==> config.mk <==
export PLATFORM = sky130hd
export DESIGN_NAME = pipelined_permutation_network
export DESIGN_NICKNAME = d
export VERILOG_FILES = /design/src/rtl/pn_pkg.sv /design/src/rtl/pipelined_permutation_network_cmp_swap.sv /design/src/rtl/pipelined_permutation_network.sv
export SDC_FILE = /design/constraint.sdc
export NUM_CORES = 2
export LEC_CHECK = 0
export ABC_AREA = 1
export CAP_MARGIN = 10
export CORE_MARGIN = 2
export CORE_UTILIZATION = 34
export DETAILED_ROUTE_END_ITERATION = 10
export SYNTH_ARGS = -nofsm -noshare
export SYNTH_HDL_FRONTEND = slang
export SYNTH_HIERARCHICAL = 1
export SYNTH_SLANG_ARGS = --single-unit
==> constraint.sdc <==
create_clock -name clk -period 29.3 [get_ports clk]
set_input_delay 4.395 -clock clk [delete_from_list [all_inputs] [get_ports clk]]
set_output_delay 4.395 -clock clk [all_outputs]
set_load 0.05 [all_outputs]
==> src/rtl/pn_pkg.sv <==
// Shared definitions for the pipelined permutation network: flit field defaults
// and the saturating age increment used by every compare-swap element.
package pn_pkg;

    localparam int PN_NUM_PORT   = 4;
    localparam int PN_WIDTH_FLIT = 64;
    localparam int PN_AGE_LSB    = 32;
    localparam int PN_AGE_W      = 8;
    // Valid and golden bits are placed relative to the top of the flit.
    localparam int PN_VALID_OFS  = 1;
    localparam int PN_GOLDEN_OFS = 2;

    function automatic logic [31:0] pn_age_inc_sat(input logic [31:0] age, input int age_w);
        logic [31:0] age_max;
        age_max = (age_w >= 32) ? 32'hFFFF_FFFF : ((32'd1 << age_w) - 32'd1);
        return (age >= age_max) ? age_max : age + 32'd1;
    endfunction

endpackage

==> src/rtl/pipelined_permutation_network_cmp_swap.sv <==
// pn_cmp_swap: 2x2 compare-swap; the winner leaves on the lower lane, and both
// flits have their age bumped (saturating) when valid. Golden priority under PN_GOLDEN_EN.
module pn_cmp_swap
    import pn_pkg::*;
#(
    parameter int WIDTH_FLIT = PN_WIDTH_FLIT,
    parameter int AGE_LSB    = PN_AGE_LSB,
    parameter int AGE_W      = PN_AGE_W,
    parameter int VALID_BIT  = WIDTH_FLIT - PN_VALID_OFS
`ifdef PN_GOLDEN_EN
    ,
    parameter int GOLDEN_BIT = WIDTH_FLIT - PN_GOLDEN_OFS
`endif
) (
    input  logic [WIDTH_FLIT-1:0] lo_i,
    input  logic [WIDTH_FLIT-1:0] hi_i,
    output logic [WIDTH_FLIT-1:0] win_o,
    output logic [WIDTH_FLIT-1:0] lose_o
);

    function automatic logic [WIDTH_FLIT-1:0] age_bump(input logic [WIDTH_FLIT-1:0] f);
        logic [WIDTH_FLIT-1:0] r;
        r = f;
        if (f[VALID_BIT]) begin
            r[AGE_LSB +: AGE_W] = AGE_W'(pn_age_inc_sat(32'(f[AGE_LSB +: AGE_W]), AGE_W));
        end
        return r;
    endfunction

    logic             lo_v;
    logic             hi_v;
    logic [AGE_W-1:0] lo_age;
    logic [AGE_W-1:0] hi_age;
    logic             lo_wins;

    always_comb begin
        lo_v    = lo_i[VALID_BIT];
        hi_v    = hi_i[VALID_BIT];
        lo_age  = lo_i[AGE_LSB +: AGE_W];
        hi_age  = hi_i[AGE_LSB +: AGE_W];
        // Ties (and two invalid flits) keep the lower lane in front.
        lo_wins = 1'b1;
        if (lo_v != hi_v) begin
            lo_wins = lo_v;
`ifdef PN_GOLDEN_EN
        end else if (lo_v && (lo_i[GOLDEN_BIT] != hi_i[GOLDEN_BIT])) begin
            lo_wins = lo_i[GOLDEN_BIT];
`endif
        end else if (lo_v) begin
            lo_wins = (lo_age >= hi_age);
        end
        win_o  = age_bump(lo_wins ? lo_i : hi_i);
        lose_o = age_bump(lo_wins ? hi_i : lo_i);
    end

endmodule

==> src/rtl/pipelined_permutation_network.sv <==
// Registered butterfly network that moves the highest-priority valid flit to lane 0
// in log2(NUM_PORT) stages. Optional golden-flit priority under PN_GOLDEN_EN.
module pipelined_permutation_network
    import pn_pkg::*;
#(
    parameter int NUM_PORT   = PN_NUM_PORT,
    parameter int WIDTH_FLIT = PN_WIDTH_FLIT,
    parameter int AGE_LSB    = PN_AGE_LSB,
    parameter int AGE_W      = PN_AGE_W,
    parameter int VALID_BIT  = WIDTH_FLIT - PN_VALID_OFS
`ifdef PN_GOLDEN_EN
    ,
    parameter int GOLDEN_BIT = WIDTH_FLIT - PN_GOLDEN_OFS
`endif
) (
    input  logic                           clk,
    input  logic                           reset,
    input  logic                           en,
    input  logic                           flush,
    input  logic [NUM_PORT*WIDTH_FLIT-1:0] din,
    output logic [NUM_PORT*WIDTH_FLIT-1:0] dout,
    output logic [NUM_PORT-1:0]            dout_valid
);

    localparam int S  = $clog2(NUM_PORT);
    localparam int NW = NUM_PORT * WIDTH_FLIT;

    logic [S-1:0][NW-1:0] stage_in;
    logic [S-1:0][NW-1:0] stage_d;
    logic [S-1:0][NW-1:0] stage_q;

    for (genvar s = 0; s < S; s++) begin : g_stage
        if (s == 0) begin : g_first
            assign stage_in[s] = din;
        end else begin : g_next
            assign stage_in[s] = stage_q[s-1];
        end

        for (genvar p = 0; p < NUM_PORT/2; p++) begin : g_pair
            // Pair p of stage s: insert a zero at bit s of p to get the lower lane.
            localparam int LO = ((p >> s) << (s + 1)) | (p & ((1 << s) - 1));
            localparam int HI = LO + (1 << s);

            pn_cmp_swap #(
                .WIDTH_FLIT (WIDTH_FLIT),
                .AGE_LSB    (AGE_LSB),
                .AGE_W      (AGE_W),
                .VALID_BIT  (VALID_BIT)
`ifdef PN_GOLDEN_EN
                ,
                .GOLDEN_BIT (GOLDEN_BIT)
`endif
            ) u_cmp_swap (
                .lo_i   (stage_in[s][LO*WIDTH_FLIT +: WIDTH_FLIT]),
                .hi_i   (stage_in[s][HI*WIDTH_FLIT +: WIDTH_FLIT]),
                .win_o  (stage_d[s][LO*WIDTH_FLIT +: WIDTH_FLIT]),
                .lose_o (stage_d[s][HI*WIDTH_FLIT +: WIDTH_FLIT])
            );
        end
    end

    // en advances every stage at once; flush clears only the valid bits and
    // overrides en, so din presented on a flush edge is dropped.
    always_ff @(posedge clk or posedge reset) begin
        if (reset) begin
            stage_q <= '0;
        end else if (flush) begin
            for (int s = 0; s < S; s++) begin
                for (int l = 0; l < NUM_PORT; l++) begin
                    stage_q[s][l*WIDTH_FLIT + VALID_BIT] <= 1'b0;
                end
            end
        end else if (en) begin
            stage_q <= stage_d;
        end
    end

    always_comb begin
        dout = stage_q[S-1];
        for (int l = 0; l < NUM_PORT; l++) begin
            dout_valid[l] = stage_q[S-1][l*WIDTH_FLIT + VALID_BIT];
        end
    end

endmodule

==> flow_summary.ini <==
[detailed_routing]
vias = 28167
antenna_left = 0
drcViolationCount = 0
vias_per_cell = 4.94
first_pass_iters = 5
wirelength_um = 111000
drtIter0Drc = 1856
wl_per_cell_um = 19.5

[clocking]
cts_buffers = 61
h-tree-depth = 2
postCtsSetupBuffers = 0
ctsResizeCount = 0
clk_latency_ps = 640
ctsHoldBuffers = 0
cts_root_buffer = clkbuf_16
cts_num_sinks = 512
clk_pin_slew_ps = 60
tritoncts = done
ctsLongestPathBuffers = 3

[yosys]
synthTopCellsByCount = 1,533 x nand2_1, 583 x nand3_1, 512 x dfrtp_1
synth-seq-cells = 512
yosysSeqAreaShare_pct = 43.2
yosysTopAreaCell = dfrtp_1
yosysMostFrequentCell = nand2_1
ys.warnings.count = 6
synthesis.area_sq_um = 29700
ys_top_cells_by_area = dfrtp_1 43%, nand2_1 19%, nand3_1 9.8%
synth-async-reset-ratio_pct = 100
synthCells = 4172
syn_nets = 4472
synth_edf_count = 0
synth_cell_type_count = 37
synth_ff_type = dfrtp_1
avgSynthCellArea_sq_um = 7.11
yosysTopAreaCellShare_pct = 43.2

[critical_path]
critPathLaunchType = input port
cp_slowest_cell = buf_4
crit_chain = clkdlybuf4s50_1 -> inv_8 -> nand2_8 -> buf_4 -> buf_4 -> nand2_1 -> nand2_1
cp.required_ps = 29860
cp_num_buf_inv = 4
r2r-end = dout[128]
cpLargestDelayFamily = buffers and inverters
ff2ff_path_depth = 12
r2r-start = stage_in[295]
arrival_ps = 8260
reg2reg_slack_ps = 25710
end_kind = register
slowest_delay_ps = 1020
timing.critical_path.fanout_max = 141
crit_type = input port to register

[grt]
grt_pass1_wl_um = 166000
overflow = 0
grt_pass1_vias = 26478
grt_usage_pct = 24.3
grt_start_max_net_pins = 224
antenna_found_initial = 27

[status]
status = completed

[place]
place_area_sq_um = 34900
port_buffers = 519
hpwl_um = 80200
dp_slack_ps = 20880
place_congestion = 0.882

[timing]
fmax_mhz = 130
finalSetupViolations = 0
fin_crit_sh_pct = 26.3
timing.final.ws_setup_ps = 21600
rsz0062_at_grt = false
slew_viol_final = 0
hold_viol = 0
tightest_slew_ps = 1260
relSlewSlack_pct = 15.9
period_needed_ps = 7700
skew_ps = 24.7
timing.setup.tns_ps = 0

[run]
maxCapViolations = 0

[power]
total_leakage_power_nw = 18.9
peakVddDrop_uv = 51.8
p_per_area_nw_per_um2 = 77.0

[floorplanning]
rows = 108
coreArea_sq_um = 86600
fp.dieW_um = 299
io_pins = 520
dieArea_sq_um = 89700
start_util_pct = 34.3
die_height_um = 299

[worst_hold_path]
holdPathEnd = dout[114]
hold_depth = 2
min_from = dout[114]
min_path_type = register to register

[cells_and_area]
fin_util_pct = 42.7
syn_to_final_growth_pct = 24.8
design_area_sq_um = 37000
final_nets = 4788
drive_above_1_share_pct = 5.51
## layout make-up
class                      count  area [sq um]
fill                        8922         49600
antenna                       10          25.0
clock inverter                19           245
multi-input combinational   3036         14000
timing repair buffer         540          5400
inverter                     337          1280
tap                         1155          1450
sequential                   512         12800
clock buffer                  91          1840
## flip-flops by register name, summed over array words and instances (netlist names)
signal,cells
dout,256
stage_in,256
## tightest hold or removal path, stage by stage (launching register included)
cell and delay, ps:
dfrtp_1 340, nand2_1 60, nand2_1 50
## worst max path at each step
stage                               end   from  slack (ps)  cells after the start
final                          dout[88]  flush       21600                      7
after global routing          dout[204]  flush       21250                      7
after CTS                     dout[206]  flush       21560                      7
after detailed placement      dout[204]  flush       20880                      7
after global placement    stage_in[351]  flush       20940                      7
after floorplan                 dout[0]  reset       10610                      1
## metal layers
metal	up-vias	share of wire, %	routed length (um)	track usage [%]
met5	-	0.25	280	0
met4	42	3.9	4300	8.35
met3	185	6.2	6870	5.27
met2	702	51	56300	43.8
met1	13352	39	43300	28.3
li1	13886	-	-	-
## power breakdown
part / switching [mW] / internal, mW
clock: 0.322 / 0.475
sequential: 0.119 / 0.855
combinational: 0.741 / 0.341
## cells in the final DEF (no fill, tap or decap), types with 2 or more instances in the layout
cell type / instances
nand2_1: 1533
nand3_1: 583
clkdlybuf4s50_1: 518
dfrtp_1: 512
inv_1: 334
nor2_1: 253
a21oi_1: 234
o21ai_0: 231
clkbuf_16: 62
ha_1: 40
o21ai_2: 34
nand2_2: 29
clkbuf_8: 18
buf_4: 18
nor2_4: 16
nand4_1: 12
clkbuf_1: 11
diode_2: 10
nand3_2: 10
nand3_4: 10
clkinv_2: 9
nand3b_1: 7
o21ai_1: 6
nor2_2: 6
nand2_8: 5
bufinv_16: 5
nand2_4: 5
a21o_1: 4
a21oi_2: 4
nor2_8: 3
or2_0: 3
xor2_1: 3
buf_12: 3
inv_8: 2
clkinv_4: 2
## logic make-up (layout without fill, tap and decap cells)
kind of cell    count (synthesis)  count (layout)  share of synthesized area [%]
simple gates                 2478            2478                           36.0
buf+inv                       624             987                           9.83
compound gates                514             514                           9.22
flops                         512             512                           43.2
fa+ha+maj                      40              40                           1.69
xor+xnor                        4               4                          0.118
other cells                     0              10                              0
## stage by stage
stage / total power, mW / hold WS (ps) / std cells
floorplan: 1.69 / 442 / 4172
detailed placement: 2.08 / 457 / 5580
global route: 3.01 / 479 / 5690
global placement: 2.07 / 454 / 5580
CTS: 2.89 / 471 / 5690
finish: 2.85 / 468 / 5700
(Power assumes the default switching activity.)
